==> src/rtl/stream_pkg.sv <==
// Shared types and sizing helpers for the stream buffer blocks.
package stream_pkg;

    localparam int STREAM_DATA_W = 32;
    localparam int STREAM_CNT_W  = 32;

    typedef logic [STREAM_DATA_W-1:0] stream_data_t;

    // Width needed to represent an occupancy in the range 0..depth inclusive.
    function automatic int level_width(input int depth);
        return $clog2(depth + 1);
    endfunction

endpackage

==> src/rtl/stream_fifo_mem.sv <==
// DEPTH x DATA_W register array: one synchronous write port and one
// asynchronous read port. Contents are deliberately not reset.
module stream_fifo_mem #(
    parameter int DEPTH  = 4,
    parameter int DATA_W = 32,
    parameter int AW     = $clog2(DEPTH)
) (
    input  logic              clk,
    input  logic              we,
    input  logic [AW-1:0]     waddr,
    input  logic [DATA_W-1:0] wdata,
    input  logic [AW-1:0]     raddr,
    output logic [DATA_W-1:0] rdata
);

    logic [DATA_W-1:0] mem [DEPTH];

    always_ff @(posedge clk) begin
        if (we) begin
            mem[waddr] <= wdata;
        end
    end

    assign rdata = mem[raddr];

endmodule

==> src/rtl/stream_fifo_sink.sv <==
// First-word-fall-through valid/ready buffer with occupancy output.
// Define STREAM_FIFO_SINK_STATS_EN to add push/pop/stall counters.
module stream_fifo_sink
    import stream_pkg::*;
#(
    parameter int DEPTH  = 4,
    parameter int DATA_W = STREAM_DATA_W
) (
    input  logic                          clk,
    input  logic                          rst_n,
    input  logic                          flush,
    input  logic [DATA_W-1:0]             in_data,
    input  logic                          in_valid,
    output logic                          in_ready,
    output logic [DATA_W-1:0]             out_data,
    output logic                          out_valid,
    input  logic                          out_ready,
    output logic [level_width(DEPTH)-1:0] level
`ifdef STREAM_FIFO_SINK_STATS_EN
    ,
    output logic [STREAM_CNT_W-1:0]       xfer_in_cnt,
    output logic [STREAM_CNT_W-1:0]       xfer_out_cnt,
    output logic [STREAM_CNT_W-1:0]       stall_cnt
`endif
);

    localparam int AW    = $clog2(DEPTH);
    localparam int PTR_W = AW + 1;
    localparam int LVL_W = level_width(DEPTH);
    localparam logic [PTR_W-1:0] PTR_ONE = 1;

    logic [PTR_W-1:0]  wr_ptr;
    logic [PTR_W-1:0]  rd_ptr;
    logic [PTR_W-1:0]  fill;
    logic [DATA_W-1:0] head;
    logic              full;
    logic              empty;
    logic              push;
    logic              pop;

    // The extra pointer MSB tells a full buffer apart from an empty one.
    assign full  = (wr_ptr[AW-1:0] == rd_ptr[AW-1:0]) && (wr_ptr[AW] != rd_ptr[AW]);
    assign empty = (wr_ptr == rd_ptr);

    assign in_ready  = !full;
    assign out_valid = !empty;
    assign push      = in_valid && in_ready;
    assign pop       = out_valid && out_ready;

    assign fill  = wr_ptr - rd_ptr;
    assign level = LVL_W'(fill);

    assign out_data = out_valid ? head : '0;

    always_ff @(posedge clk or negedge rst_n) begin
        if (!rst_n) begin
            wr_ptr <= '0;
            rd_ptr <= '0;
        end else if (flush) begin
            wr_ptr <= '0;
            rd_ptr <= '0;
        end else begin
            if (push) begin
                wr_ptr <= wr_ptr + PTR_ONE;
            end
            if (pop) begin
                rd_ptr <= rd_ptr + PTR_ONE;
            end
        end
    end

    // A word pushed during a flush is never written, so it cannot resurface.
    stream_fifo_mem #(
        .DEPTH  (DEPTH),
        .DATA_W (DATA_W)
    ) u_mem (
        .clk   (clk),
        .we    (push && !flush),
        .waddr (wr_ptr[AW-1:0]),
        .wdata (in_data),
        .raddr (rd_ptr[AW-1:0]),
        .rdata (head)
    );

`ifdef STREAM_FIFO_SINK_STATS_EN
    localparam logic [STREAM_CNT_W-1:0] CNT_ONE = 1;

    // Counters survive flush; only the hardware reset clears them.
    always_ff @(posedge clk or negedge rst_n) begin
        if (!rst_n) begin
            xfer_in_cnt  <= '0;
            xfer_out_cnt <= '0;
            stall_cnt    <= '0;
        end else begin
            if (push) begin
                xfer_in_cnt <= xfer_in_cnt + CNT_ONE;
            end
            if (pop) begin
                xfer_out_cnt <= xfer_out_cnt + CNT_ONE;
            end
            if (in_valid && !in_ready) begin
                stall_cnt <= stall_cnt + CNT_ONE;
            end
        end
    end
`endif

endmodule

==> config.mk <==
export PLATFORM = sky130hd
export DESIGN_NAME = stream_fifo_sink
export DESIGN_NICKNAME = d
export VERILOG_FILES = /design/src/rtl/stream_pkg.sv /design/src/rtl/stream_fifo_mem.sv /design/src/rtl/stream_fifo_sink.sv
export SDC_FILE = /design/constraint.sdc
export NUM_CORES = 1
export LEC_CHECK = 0
export ABC_CLOCK_PERIOD_IN_PS = 2800
export CELL_PAD_IN_SITES_DETAIL_PLACEMENT = 0
export CELL_PAD_IN_SITES_GLOBAL_PLACEMENT = 1
export CORE_MARGIN = 4
export CORE_UTILIZATION = 42
export DETAILED_ROUTE_END_ITERATION = 6
export PLACE_DENSITY = 0.77
export SYNTH_ARGS = -nofsm -noshare
export SYNTH_HDL_FRONTEND = slang
export SYNTH_SLANG_ARGS = --single-unit
==> constraint.sdc <==
create_clock -name clk -period 2.8 [get_ports clk]
set_input_delay 0.56 -clock clk [delete_from_list [all_inputs] [get_ports clk]]
set_output_delay 0.56 -clock clk [all_outputs]
set_load 0.03 [all_outputs]
Word-level counts from Yosys, hierarchy flattened
Memories as Yosys holds them, arrays and structs flattened.
Cells that the tools add are included.

storage, ports and cells
  memories kept = 1
  memory bits (writable) = 128
  input bits = 37
  logic and storage cells = 25
  output and inout bits = 37
  register bits = 6

memory list
  name       depth  bits a word  read ports  clocked after Yosys merged registers in  wr ports  RTL line               source
  u_mem.mem  4      32           1           0                                        1         stream_fifo_mem.sv:16  logic [DATA_W-1:0] mem [DEPTH];

cells by class
  add/sub/neg operators = 3
  reductions and logical operators = 9
  multiplexer cells = 7
  equal/unequal tests = 3

operators by type and width
  kind                   count
  $mux W32               1
  $mux W3                4
  $add A3 B1 Y3 const B  2
  $logic_and A1 B1 Y1    4
  $reduce_bool A2 Y1     2
  $eq A3 B3 Y1           1
  $logic_not A1 Y1       3
  $sub A3 B3 Y3          1
  $eq A2 B2 Y1           1
  $mux W1                2
  $ne A1 B1 Y1           1

Logic depth before layout (Yosys ltp)
  depth in word-level cells = 7
  mapped depth = 8
  gate-level depth less buffers = 5

Modules after synthesis
From an unflattened synthesis, not the netlist that was laid out.

second synthesis, totals
  cells, all modules = 265
  area total of the unflattened synthesis = 5441.5 µm²

modules (own cells, without submodules)
  module            times used  area an instance (µm²)  cells an instance  seq. area each (µm²)
  stream_fifo_mem   1           4689.5                  171                3843.7
  stream_fifo_sink  1           752.0                   94                 150.1

Least setup slack after synthesis
Ideal clock, no wire load.

  kind = register -> register
  start point = reg rd_ptr[1]
  end point = mem u_mem.mem[3][0], enable pin
  stages on the path, launching flop included = 8
  arrival = 2.589 ns
  slack = -0.181 ns
  buffers on the path = 2
  library setup time = 0.392 ns
  data required time = 2.408 ns
  path through = dfrtp_1 -> buf_2 -> buf_2 -> inv_1 -> ha_1 -> nand2_1 -> or2_1 -> and3_1

on the way
  longest elaborated chain between the ends = 7

ends and longest elaborated chain
  element                        RTL line                source
  from (decl)                    stream_fifo_sink.sv:33  logic [PTR_W-1:0] rd_ptr;
  from (signal assigned)         stream_fifo_sink.sv:67  rd_ptr <= rd_ptr + PTR_ONE;
  $eq A2 B2 Y1                   stream_fifo_sink.sv:42  assign full = (wr_ptr[AW-1:0] == rd_ptr[AW-1:0]) && (wr_ptr[AW] != rd_ptr[AW]);
  $logic_and A1 B1 Y1            stream_fifo_sink.sv:42
  $logic_not A1 Y1               stream_fifo_sink.sv:45  assign in_ready = !full;
  named net in_ready             stream_fifo_sink.sv:14  output logic in_ready,
  $logic_and A1 B1 Y1            stream_fifo_sink.sv:47  assign push = in_valid && in_ready;
  $logic_and A1 B1 Y1            stream_fifo_sink.sv:78  .we (push && !flush),
  $mux W1                        stream_fifo_mem.sv:19   if (we) begin
  $mux W1 (implied by the code)  stream_fifo_mem.sv:20   mem[waddr] <= wdata;
  to (decl)                      stream_fifo_mem.sv:16

The timed path passes the listed nets, and every way through them passes these cells.

Final worst setup path
  start point = reg wr_ptr[1]
  end point = out out_data[9]

on the way
  longest elaborated chain between the ends = 2

ends and longest elaborated chain
  element                 RTL line                source
  from (decl)             stream_fifo_sink.sv:32  logic [PTR_W-1:0] wr_ptr;
  from (signal assigned)  stream_fifo_sink.sv:64  wr_ptr <= wr_ptr + PTR_ONE;
  $eq A3 B3 Y1            stream_fifo_sink.sv:43  assign empty = (wr_ptr == rd_ptr);
  $mux W32                stream_fifo_sink.sv:53  assign out_data = out_valid ? head : '0;
  to (decl)               stream_fifo_sink.sv:15  output logic [DATA_W-1:0] out_data,

Every way passes these cells.

==> summary.md <==
| Metric | Value |
|---|---|
| Layout Cells excl Fill | `about 560` |
| CP Launch Type | `flip-flop` |
| Post-route ant nets | `0` |
| Initial antenna violation count | `0` |
| Fraction of registers with async set/reset | `around 4.5%` |
| Largest cells by area after synthesis | `edfxtp_1 (70%), mux4_2 (13%), nor2b_1 (3.3%)` |
| Die ar. | `around 15,000 sq um` |
| Vias in the first global route | `~3,000` |
| Largest net degree at the start of global routing | `37` |
| Hold Slack | `between 400 and 500 ps` |
| Setup_tns | `0 ps` |
| Clk slew on worst S/H paths | `~60 ps` |
| Top FF cell, synth | `edfxtp_1` |
| CTS Buf Count | `17` |
| Pwr dens | `1230 nW/um^2` |
| Worst-Margin Slew | `approximately 340 ps` |
| Synthesized area per cell | `between 20 and 25 sq um` |
| Routed vias | `approximately 2,800` |
| Number of synthesized flops with an enable pin | `128` |
| WP data required | `between 2000 and 2500 ps` |
| Worst reg-to-reg path cell count | `6` |
| Crit path arrival time | `around 2100 ps` |
| Core Box Area | `approximately 13,000 sq um` |
| Run status | `completed` |
| Clk Latency, worst-skew pair | `410 ps` |
| Drt total wl | `roughly 10,000 um` |
| Final Util | `between 50 and 60%` |
| Main combinational cell family by area after synthesis | `multiplexers` |
| Synth Register Bits | `roughly 130` |
| Max Slew Vio Count | `0` |
| Total Power | `8.639 mW` |
| Starting Density | `between 40 and 50%` |
| Nets | `416` |
| Top Ports | `74` |
| DR vias/cell | `5.058` |
| Port Buffers | `73` |
| Detailed placer's ending HPWL | `about 6200 um` |
| Rel. slew slack | `roughly 77%` |
| Gr usage total | `15.24%` |
| Mux contribution to synthesized area | `around an eighth` |
| DRC violation count after routing | `0` |
| N_diodes | `0` |
| Compound-cell area share of the yosys netlist | `under 10%` |
| Post-Synth Adder-Cell Area | `about 2%` |
| Synthesis warning total | `0` |
| Fillcell total | `slightly above 1,000` |
| Cell Area, Synth | `~5500 sq um` |
| Inst Count DP | `~520` |
| Min-delay worst type | `input port to asynchronous set/reset pin` |
| Syn-to-layout area delta | `28.17%` |
| Syn Nets | `roughly 310` |
| Min Tclk post-route | `approximately 2700 ps` |
| Max IR drop VDD | `approximately 0.0006 V` |
| P_leak | `around 2.4 nW` |
| Fmax | `0.3702 GHz` |
| Sink Count | `between 100 and 150` |
| Setup crit end kind | `output port` |
| Htree depth | `4` |
| Critical path fanouts, max | `9` |
| Share of cells above drive strength 1 | `about a third` |
| Fin crit share | `just under 100%` |
| CP Class | `flip-flop to output port` |
| Synth Area in Simple Gates | `under 10%` |
| Final count of hold timing violations | `0` |
| TritonCTS clock tree | `done` |
| Distinct cells, synth | `33` |
| Horiz. Die Dim | `between 100 and 150 um` |
| DR pass1 iterations | `4` |
| Largest area contributor in the netlist | `edfxtp_1` |
| Average wire per standard cell | `18.83 um` |
| Max Clock Skew | `between 9 and 10 ps` |
| Initial drt markers | `roughly 180` |
| CTS max path bufs | `2` |
| RSZ-0062 raised after global routing | `no` |
| First-pass GRT wire length | `roughly 17,000 um` |
| Die Y | `between 100 and 150 um` |
| Syn Inst Count | `268` |
| Count of final setup violators | `0` |
| Grt ovf | `0` |
| Xor-xnor portion of the synthesized cell area | `less than 1%` |
| CTS root buf | `clkbuf_16` |
| Placer Congestion | `0.7831` |
| # rows | `41` |
| Top-area cell type share of the netlist area | `70.12%` |
| Max-cap viol count | `0` |
| Register area share after synthesis | `72.86%` |
==> cell usage in the layout, fill, tap and decap left out, drive strengths merged, types with 5 or more instances in the layout <==
cell / instances
and3: 5
buf: 30
clkbuf: 43
clkdlybuf4s50: 37
clkinv: 6
dfrtp: 6
edfxtp: 128
ha: 7
inv: 8
mux4: 32
nor2b: 34
==> per-layer routing <==
metal	track usage (%)	part of all wire, %	vias to the layer above
met2	23.87	50	82
met3	4.700	6.2	16
met5	0	0	-
met1	19.99	42	1421
met4	6.158	1.7	0
li1	-	-	1288
==> what timing repair did <==
action | CTS | global route
hold buffers | 0 | 0
setup buffers | 3 | 2
resized for setup | 50 | 58
gates cloned | 1 | 0
endpoints found under the setup margin | 35 | 32
==> registers in the layout, indices dropped and copies added (netlist names) <==
register	cells
rd_ptr	3
u_mem.mem	128
wr_ptr	3
==> critical path, stage by stage (launching register included) <==
cell             delay, ps
dfrtp_1                430
ha_1                   320
nand2_1                150
and2b_4                230
buf_12                 150
nor2b_4                 90
clkdlybuf4s15_1        360
==> through the flow <==
step           worst slack, ps  cell area [sq um]
2_1_floorplan            68.64               5487
3_3_place_gp             12.51               6521
3_5_place_dp            -13.87               6521
4_1_cts                 -57.89               7098
5_1_grt                  4.957               7025
6_report                 99.06               7025
==> area by class of cell <==
cell class | instances | area (sq um) | area share [%]
tap | 172 | 215.2 | 3.063
timing repair buffer | 97 | 885.9 | 12.61
sequential | 134 | 3996 | 56.88
multi-input combinational | 115 | 1366 | 19.45
inverter | 6 | 22.52 | 0.3206
clock inverter | 12 | 106.4 | 1.514
clock buffer | 19 | 432.9 | 6.162
==> cells in the mapped netlist, drive strengths merged (3+ instances only) <==
master	n
dfrtp	6
nand3	4
nor2b	34
inv	6
ha	7
a21oi	3
edfxtp	128
nor2	3
mux4	32
buf	11
clkbuf	3
a31oi	3
nand2	4
and3	5
==> where the power goes <==
group | switching (mW) | internal [mW]
combinational | 2.44 | 1.74
clock | 0.786 | 1.21
sequential | 0.0529 | 2.40
total | 3.28 | 5.36
==> final timing paths <==
| path | slack, ps | from | to |
|---|---|---|---|
| max in group asynchronous | 2130 | rst_n | rd_ptr[1]$_DFFE_PN0P_ |
| worst max register to register | 570 | wr_ptr[1]$_DFFE_PN0P_ | u_mem.mem[0][30]$_DFFE_PP_ |
| worst max-delay path | 100 | wr_ptr[1]$_DFFE_PN0P_ | out_data[9] |
| worst min-delay path | 410 | rst_n | rd_ptr[2]$_DFFE_PN0P_ |
| worst min register to register | 600 | wr_ptr[2]$_DFFE_PN0P_ | wr_ptr[2]$_DFFE_PN0P_ |
| min in group clk | 600 | wr_ptr[2]$_DFFE_PN0P_ | wr_ptr[2]$_DFFE_PN0P_ |
==> logic make-up after synthesis <==
family / after synthesis
AO/OA/AOI/OAI: 11
XOR/XNOR: 2
adder cells (fa/ha/maj): 8
buffers and inverters: 20
flip-flops: 134
multiplexers: 33
AND/OR/NAND/NOR: 60
No activity file was read; power rests on OpenSTA's default activity.
